<file path="src/rtl/fpu_mul_arbiter_if.sv">
// Requester/multiplier/response bundle for fpu_mul_arbiter.
// slave = arbiter side, master = the environment (requesters + fpu_mul).
interface fpu_mul_arbiter_if #(
  parameter int SIZE_DATA = 32,
  parameter int N_REQ     = 4,
  parameter int SIZE_ID   = 2
);
  logic [N_REQ-1:0]           i_req_valid;
  logic [N_REQ*SIZE_DATA-1:0] i_req_a;
  logic [N_REQ*SIZE_DATA-1:0] i_req_b;
  logic [N_REQ-1:0]           o_req_ready;
  logic                       i_hold;
  logic [SIZE_DATA-1:0]       o_mul_a;
  logic [SIZE_DATA-1:0]       o_mul_b;
  logic                       o_mul_valid;
  logic [SIZE_DATA-1:0]       i_mul_result;
  logic                       o_rsp_valid;
  logic [SIZE_ID-1:0]         o_rsp_id;
  logic [SIZE_DATA-1:0]       o_rsp_data;
  logic                       o_busy;

  modport slave (
    input  i_req_valid, i_req_a, i_req_b, i_hold, i_mul_result,
    output o_req_ready, o_mul_a, o_mul_b, o_mul_valid,
           o_rsp_valid, o_rsp_id, o_rsp_data, o_busy
  );

  modport master (
    output i_req_valid, i_req_a, i_req_b, i_hold, i_mul_result,
    input  o_req_ready, o_mul_a, o_mul_b, o_mul_valid,
           o_rsp_valid, o_rsp_id, o_rsp_data, o_busy
  );
endinterface

</file>
<file path="src/rtl/fpu_mul_arbiter.sv">
// Round-robin sharing of one fpu_mul among N_REQ requesters. Operands are
// registered onto the multiplier bus; the winner's ID rides a delay line
// matched to MUL_LAT so each registered product returns with its tag.
module fpu_mul_arbiter #(
  parameter int SIZE_DATA = 32,
  parameter int N_REQ     = 4,
  parameter int SIZE_ID   = 2,
  parameter int MUL_LAT   = 0
)(
  input  logic                i_clk,
  input  logic                i_rst_n,
  fpu_mul_arbiter_if.slave    bus
);
  localparam int STAGES = MUL_LAT;
  localparam logic [SIZE_ID-1:0] LAST_RST = SIZE_ID'(N_REQ - 1);

  logic [SIZE_ID-1:0]   last_grant;
  logic [SIZE_ID-1:0]   grant_id;
  logic [N_REQ-1:0]     grant;
  logic                 found;
  logic                 fire;
  logic [SIZE_DATA-1:0] sel_a, sel_b;
  logic [SIZE_DATA-1:0] mul_a, mul_b, rsp_data;
  logic                 mul_valid, rsp_valid;
  logic [SIZE_ID-1:0]   rsp_id;

  // ID delay line, one stage per multiplier cycle plus the operand register
  logic [STAGES:0]                vld_pipe;
  logic [STAGES:0][SIZE_ID-1:0]   id_pipe;

  // rotating-priority search, starting one past the previous winner
  always_comb begin
    grant    = '0;
    grant_id = '0;
    found    = 1'b0;
    for (int i = 1; i <= N_REQ; i++) begin
      if (!found && bus.i_req_valid[(int'(last_grant) + i) % N_REQ]) begin
        found    = 1'b1;
        grant[(int'(last_grant) + i) % N_REQ] = 1'b1;
        grant_id = SIZE_ID'((int'(last_grant) + i) % N_REQ);
      end
    end
  end

  assign fire            = found & ~bus.i_hold;
  assign bus.o_req_ready = bus.i_hold ? '0 : grant;

  // operand mux driven by the one-hot grant
  always_comb begin
    sel_a = '0;
    sel_b = '0;
    for (int k = 0; k < N_REQ; k++) begin
      if (grant[k]) begin
        sel_a = bus.i_req_a[k*SIZE_DATA +: SIZE_DATA];
        sel_b = bus.i_req_b[k*SIZE_DATA +: SIZE_DATA];
      end
    end
  end

  // multiplier input register and round-robin pointer
  always_ff @(posedge i_clk or negedge i_rst_n) begin
    if (!i_rst_n) begin
      mul_a      <= '0;
      mul_b      <= '0;
      mul_valid  <= 1'b0;
      last_grant <= LAST_RST;
    end else begin
      mul_valid <= fire;
      if (fire) begin
        mul_a      <= sel_a;
        mul_b      <= sel_b;
        last_grant <= grant_id;
      end
    end
  end

  // tag delay line: shifts every cycle, never stalls
  always_ff @(posedge i_clk or negedge i_rst_n) begin
    if (!i_rst_n) begin
      vld_pipe <= '0;
      id_pipe  <= '0;
    end else begin
      vld_pipe[0] <= fire;
      id_pipe[0]  <= grant_id;
      for (int s = 1; s <= STAGES; s++) begin
        vld_pipe[s] <= vld_pipe[s-1];
        id_pipe[s]  <= id_pipe[s-1];
      end
    end
  end

  // response register: capture the product when its tag reaches the end
  always_ff @(posedge i_clk or negedge i_rst_n) begin
    if (!i_rst_n) begin
      rsp_valid <= 1'b0;
      rsp_id    <= '0;
      rsp_data  <= '0;
    end else begin
      rsp_valid <= vld_pipe[STAGES];
      if (vld_pipe[STAGES]) begin
        rsp_id   <= id_pipe[STAGES];
        rsp_data <= bus.i_mul_result;
      end
    end
  end

  assign bus.o_mul_a     = mul_a;
  assign bus.o_mul_b     = mul_b;
  assign bus.o_mul_valid = mul_valid;
  assign bus.o_rsp_valid = rsp_valid;
  assign bus.o_rsp_id    = rsp_id;
  assign bus.o_rsp_data  = rsp_data;
  assign bus.o_busy      = mul_valid | (|vld_pipe);
endmodule
</file>
<file path="src/flat_wrapper.sv">
// flat-port wrapper written by rule: the top's interface ports become plain ports
module fpu_mul_arbiter_flat 
#(
  parameter int SIZE_DATA = 32,
  parameter int N_REQ     = 4,
  parameter int SIZE_ID   = 2,
  parameter int MUL_LAT   = 0
)
  (i_clk, i_rst_n, bus_i_req_valid, bus_i_req_a, bus_i_req_b, bus_i_hold, bus_i_mul_result, bus_o_req_ready, bus_o_mul_a, bus_o_mul_b, bus_o_mul_valid, bus_o_rsp_valid, bus_o_rsp_id, bus_o_rsp_data, bus_o_busy);
  fpu_mul_arbiter_if #(.SIZE_DATA(SIZE_DATA), .N_REQ(N_REQ), .SIZE_ID(SIZE_ID)) bus_i ();
  input  logic i_clk;
  input  logic i_rst_n;
  input wire logic [$bits(bus_i.i_req_valid)-1:0] bus_i_req_valid;
  input wire logic [$bits(bus_i.i_req_a)-1:0] bus_i_req_a;
  input wire logic [$bits(bus_i.i_req_b)-1:0] bus_i_req_b;
  input wire logic [$bits(bus_i.i_hold)-1:0] bus_i_hold;
  input wire logic [$bits(bus_i.i_mul_result)-1:0] bus_i_mul_result;
  output wire logic [$bits(bus_i.o_req_ready)-1:0] bus_o_req_ready;
  output wire logic [$bits(bus_i.o_mul_a)-1:0] bus_o_mul_a;
  output wire logic [$bits(bus_i.o_mul_b)-1:0] bus_o_mul_b;
  output wire logic [$bits(bus_i.o_mul_valid)-1:0] bus_o_mul_valid;
  output wire logic [$bits(bus_i.o_rsp_valid)-1:0] bus_o_rsp_valid;
  output wire logic [$bits(bus_i.o_rsp_id)-1:0] bus_o_rsp_id;
  output wire logic [$bits(bus_i.o_rsp_data)-1:0] bus_o_rsp_data;
  output wire logic [$bits(bus_i.o_busy)-1:0] bus_o_busy;
  assign bus_i.i_req_valid = bus_i_req_valid;
  assign bus_i.i_req_a = bus_i_req_a;
  assign bus_i.i_req_b = bus_i_req_b;
  assign bus_i.i_hold = bus_i_hold;
  assign bus_i.i_mul_result = bus_i_mul_result;
  assign bus_o_req_ready = bus_i.o_req_ready;
  assign bus_o_mul_a = bus_i.o_mul_a;
  assign bus_o_mul_b = bus_i.o_mul_b;
  assign bus_o_mul_valid = bus_i.o_mul_valid;
  assign bus_o_rsp_valid = bus_i.o_rsp_valid;
  assign bus_o_rsp_id = bus_i.o_rsp_id;
  assign bus_o_rsp_data = bus_i.o_rsp_data;
  assign bus_o_busy = bus_i.o_busy;
  fpu_mul_arbiter #(.SIZE_DATA(SIZE_DATA), .N_REQ(N_REQ), .SIZE_ID(SIZE_ID), .MUL_LAT(MUL_LAT)) u_core (.i_clk(i_clk), .i_rst_n(i_rst_n), .bus(bus_i));
endmodule
</file>
<file path="config.mk">
export PLATFORM = sky130hd
export DESIGN_NAME = fpu_mul_arbiter_flat
export DESIGN_NICKNAME = d
export VERILOG_FILES = /design/src/rtl/fpu_mul_arbiter_if.sv /design/src/rtl/fpu_mul_arbiter.sv /design/src/flat_wrapper.sv
export SDC_FILE = /design/constraint.sdc
export NUM_CORES = 1
export LEC_CHECK = 0
export BUFFER_PORTS_ARGS = -buffer_cell sky130_fd_sc_hd__buf_2
export CAP_MARGIN = 10
export CORE_AREA = 2 2 154 156
export CTS_CLUSTER_DIAMETER = 40
export DETAILED_ROUTE_END_ITERATION = 10
export DIE_AREA = 0 0 156 158
export PLACE_DENSITY = 0.71
export SLEW_MARGIN = 5
export SYNTH_ARGS = -nofsm -noshare
export SYNTH_HDL_FRONTEND = slang
export SYNTH_SLANG_ARGS = --single-unit
</file>
<file path="constraint.sdc">
create_clock -name i_clk -period 6.8 [get_ports i_clk]
set_input_delay 0.34 -clock i_clk [delete_from_list [all_inputs] [get_ports i_clk]]
set_output_delay 0.34 -clock i_clk [all_outputs]
set_load 0.02 [all_outputs]
</file>
# Word level (Yosys, flattened, before mapping)
# Index checks and enable logic that the tools add are counted.
# classes
addsub	4
n_mul	0
div	0
order_cmp	8
n_eq_ne	0
shifts	0
muxes	41
n_bitwise	9
n_reduce_logical	14
# ops
cell	n
32-bit 2-to-1 mux	8
4-bit 2-to-1 mux	5
3-bit by 4-bit < comparator with 1-bit output (second input constant)	4
1-bit 2-to-1 mux	16
3-bit by 1-bit greater-or-equal comparator with 1-bit output (second input constant)	4
4-bit bitwise OR	3
1-bit binary-select mux with 2-bit select	4
1-bit demux with 2-bit select	4
2-bit 2-to-1 mux	4
2-bit OR reduction	4
1-bit logical AND	7
2-bit by 1-bit adder with 2-bit output (second input constant)	2
2-bit adder (second input constant)	2
1-bit bitwise AND (first input constant)	4
1-bit logical NOT	3
1-bit bitwise AND	1
1-bit NOT	1
# word_totals
reg_bits	104
latchBits	0
ramBits	0
mem_bits_ro	0
input_bits	295
out_inout_bits	105
word_cells	84
memories	0

# Logic depth before layout (Yosys ltp)
# depth
ltp_word	20
depth_mapped	11
ltp_nobuf	8

# Least setup slack after synthesis
# No wires, ideal clock.
# synth_path
kind	reg2out
from	reg u_core.last_grant[0]
to	out bus_o_req_ready[1]
arrival_ns	2.997
required_ns	6.460
slack_ns	3.463
stages_incl_launch_ff	11
n_path_buf	3
path_cell_list	dfstp_2 -> buf_6 -> inv_1 -> ha_1 -> or3b_2 -> o211ai_1 -> and4_2 -> a211o_1 -> buf_6 -> clkbuf_1 -> nor2b_1
# synth_between
elab_chain_len	15
elab_cells_between_ends	61
classes_between	4 x add/sub; 8 x order compare; 28 x mux; 7 x bitwise; 14 x reduce/logical
# synth_rtl
item	line	text
start, declared	fpu_mul_arbiter.sv:17	logic [SIZE_ID-1:0] last_grant;
start signal, assigned	fpu_mul_arbiter.sv:72	last_grant <= grant_id;
2-bit by 1-bit adder with 2-bit output	fpu_mul_arbiter.sv:37, fpu_mul_arbiter.sv:39	
2-bit OR reduction (no source line) or 1-bit binary-select mux with 2-bit select (tied branches)	-	
1-bit bitwise AND (no source line) or 1-bit 2-to-1 mux (tied branches)	-	
3-bit by 4-bit < comparator with 1-bit output (implied by the code), or another cell as far along	fpu_mul_arbiter.sv:39	grant[(int'(last_grant) + i) % N_REQ] = 1'b1;
1-bit logical AND (implied by the code) or 1-bit 2-to-1 mux (tied branches)	fpu_mul_arbiter.sv:39, fpu_mul_arbiter.sv:37	
1-bit 2-to-1 mux (implied by the code) or 1-bit logical NOT (tied branches)	fpu_mul_arbiter.sv:39, fpu_mul_arbiter.sv:37	
1-bit demux with 2-bit select or 1-bit logical AND (tied branches)	-	
4-bit 2-to-1 mux or 1-bit 2-to-1 mux (tied branches)	fpu_mul_arbiter.sv:37	if (!found && bus.i_req_valid[(int'(last_grant) + i) % N_REQ]) begin
4-bit bitwise OR (no source line) or 1-bit logical NOT (tied branches)	-	
4-bit 2-to-1 mux or 1-bit logical AND (tied branches)	fpu_mul_arbiter.sv:37	
4-bit bitwise OR (no source line) or 1-bit 2-to-1 mux (tied branches)	-	
4-bit 2-to-1 mux or 1-bit logical NOT (tied branches)	fpu_mul_arbiter.sv:37	
4-bit bitwise OR (no source line) or 1-bit logical AND (tied branches)	-	
4-bit 2-to-1 mux *	fpu_mul_arbiter.sv:37	
4-bit 2-to-1 mux *	fpu_mul_arbiter.sv:46	assign bus.o_req_ready = bus.i_hold ? '0 : grant;
end, declared	flat_wrapper.sv:18	output wire logic [$bits(bus_i.o_req_ready)-1:0] bus_o_req_ready;
# Every way passes the cells marked *; elsewhere a longest branch is shown, timed or not. The select of a mux whose other input is x is not followed.

# Worst setup path in the final report
# Ends and elaborated chain as after synthesis.

==> flow_summary.yaml <==
power_and_ir_drop:
  p_total_mw: 4.26
  p_leak_nw: 3.96
  irDropWorstVdd_uv: 477
  power_density_nw_per_um2: 469
yosys:
  synth_top_family_by_area: "compound AO/OA/AOI/OAI gates"
  yosys.area_share.adder: 0.0144
  synthMuxAreaShare: 0.0653
  synth_ff_type: "dfrtp_1"
  ys_seq_elements: 104
  synth-simple-area-share: 0.198
  synth_cell_types: 58
  synth_fp_nets: 959
  synth_area_per_cell_um2: 10.6
  synth_top_area_frac: 0.367
  mappedNetlistArea_um2: 6950
  yosys_warnings: 0
  post_synth_xor_area_fraction: 0
  synth_top_area_cell: "dfrtp_1"
  synth_compound_area_frac: 0.252
  yosysSeqAreaShare: 0.375
  synth_edf_count: 0
  synthTopCellsByArea: "dfrtp_1, a311oi_2, o2bb2ai_1"
  async_flop_share: 1.00
  netlist_instances: 656
sta:
  hold_violations: 0
  min_period_ns: 4.42
  drv_slew: 0
  grt_setup_unrepaired: "no"
  fin_setup_tns_ns: 0
  slew_headroom: 0.360
  clock.fmax_mhz: 226
  worst_slew_pin_slew_ns: 0.961
  finClkSkew_ns: 0.0149
  setup_ws_ns: 2.38
  min_period_over_period: 0.650
  setup_violations: 0
worst_setup_path:
  path_cells: "inv_1 -> ha_1 -> or3b_2 -> o211ai_1 -> and4_2 -> a211o_2 -> buf_4 -> nor2b_1 -> buf_2"
  cp_slowest_cell: "dfstp_2"
  cp.buffers_inverters: 3
  required_ns: 6.46
  start_kind: "flip-flop"
  critPathMaxStageDelay_ns: 0.74
  cp_max_fo: 35
  end_kind: "output pin"
  crit_family: "simple AND/OR/NAND/NOR gates"
  crit_type: "flip-flop to output pin"
  critPathArrivalTime_ns: 4.08
place:
  place_ws_ns: 2.81
  gp_congestion: 0.837
  dp_hpwl_um: 17700
  io_buffers: 399
  place_inst: 1295
  place_area_um2: 8790
floorplanning:
  die_y_um: 158
  rows: 56
  start_util: 0.302
  die_area_um2: 24600
  core_um2: 23100
  num_io_pins: 400
  die_w_um: 156
run:
  maxCapViolations: 0
detailed_routing:
  vias: 6772
  drc: 0
  ant_nets: 0
  wl_per_cell_um: 18.5
  viasPerCell: 5.16
  drt_iter0_drc: 421
  drt_pass1_iterations: 4
  wl_um: 24300
cts:
  clockRootBuffer: "clkbuf_16"
  clock-sinks: 104
  cts_max_path_buffers: 2
  cts-resized-gates: 0
  cts.hold.buffers_added: 1
  cts_tree: "built"
  clock_latency_ns: 0.35
  numCtsBuffers: 9
  clkSlewWorstSetupHoldPaths_ns: 0.09
  htree_levels: 3
  cts_setup_buffers: 0
finish:
  design_area_um2: 9090
  multi_input_area_um2: 3710
  layout.nets: 1320
  drive_above_1_share: 0.588
  seq_area_um2: 2610
  fillers: 2326
  finalNonFillerCells: 1313
  area_growth_pct: 30.8
global_route:
  grt.total_usage: 0.186
  grt_max_degree: 70
  grt_overflow: 0
  grt_pass1_vias: 6726
  grt_first_pass_wirelength_um: 35900
  antenna_found_initial: 2
run_status:
  outcome: "finished, final reports clean"
min_path:
  hp-class: "primary input to flip-flop"
==> per-stage QoR <==
step            util  hold WS, ns
6_report       0.394        0.212
5_1_grt        0.394        0.204
4_1_cts        0.394        0.192
3_5_place_dp   0.381        0.384
3_3_place_gp   0.381        0.378
2_1_floorplan      -       0.0444
==> cell type report <==
type,count,area share
Antenna cell,1,0.000275
Clock buffer,10,0.0252
Inverter,6,0.00248
Tap cell,290,0.0399
Multi-Input combinational cell,484,0.408
Timing Repair Buffer,412,0.231
Sequential cell,104,0.286
Clock inverter,6,0.00688
==> kinds of logic (layout without fill, tap and decap cells) <==
| group | count (synthesis) | after routing |
|---|---|---|
| other cells | 0 | 1 |
| mux | 38 | 38 |
| flops | 104 | 104 |
| simple gates | 286 | 286 |
| buf+inv | 68 | 434 |
| fa+ha+maj | 8 | 8 |
| compound gates | 152 | 152 |
==> per-layer routing <==
metal	GRT usage	routed length [um]	up-vias	share of wire
li1	-	-	3143	-
met1	0.228	9860	3302	0.41
met2	0.320	12200	294	0.50
met3	0.0465	1800	31	0.074
met4	0.0638	449	2	0.018
met5	0	13	-	0.00053
==> placed cells by master, fill, tap and decap left out, types with 2 or more instances in the layout <==
master / instances
nor2b_1: 2
nor2_1: 70
dfstp_2: 2
ha_1: 8
o2bb2ai_1: 64
buf_2: 398
mux2_2: 36
a2111oi_4: 2
or3b_1: 2
inv_6: 2
a21oi_1: 4
inv_1: 5
o21ai_0: 2
clkinv_4: 2
nand2_1: 74
buf_4: 13
nand3b_1: 2
nor3_1: 65
clkbuf_16: 9
nand4_1: 2
a311oi_2: 60
nand2_2: 59
a311oi_1: 4
dfrtp_1: 102
==> sequential cells by signal (all words and copies together), names as in the netlist <==
| register | count |
|---|---|
| u_core.bus.o_rsp_id | 2 |
| u_core.bus.o_mul_valid | 1 |
| u_core.id_pipe | 2 |
| u_core.bus.o_mul_a | 32 |
| u_core.bus.o_mul_b | 32 |
| u_core.bus.o_rsp_data | 32 |
| u_core.last_grant | 2 |
| u_core.bus.o_rsp_valid | 1 |
==> cells in the mapped netlist, drive strengths merged (3+ instances only) <==
master         n
a311oi        65
nor2b          3
buf           21
inv            6
clkbuf        36
nand2        133
nor3          65
o21ai          4
dlygate4sd1    3
a21oi          4
dfrtp        102
mux2          36
or3b           3
o2bb2ai       64
nor2          70
ha             8
==> path summary, 6_finish.rpt <==
kind | slack, ns | cells after the start | start | to
hold / removal | 0.21 | 2 | bus_i_mul_result[29] | u_core.bus.o_rsp_data[29]
max in group asynchronous | 4.94 | 3 | i_rst_n | u_core.bus.o_rsp_data[21]
min in group asynchronous | 0.54 | 2 | i_rst_n | u_core.bus.o_rsp_data[31]
hold reg to reg | 0.49 | 1 | u_core.id_pipe[0] | u_core.bus.o_rsp_id[0]
setup / recovery | 2.38 | 9 | u_core.last_grant[0] | bus_o_req_ready[1]
setup reg to reg | 2.79 | 9 | u_core.last_grant[0] | u_core.bus.o_mul_a[13]
==> power breakdown <==
part	switching [mW]	internal, mW	leakage [nW]
registers	0.146	0.881	1.20
logic	1.75	0.960	2.61
clock network	0.268	0.259	0.142
No activity file was read; power rests on OpenSTA's default activity.
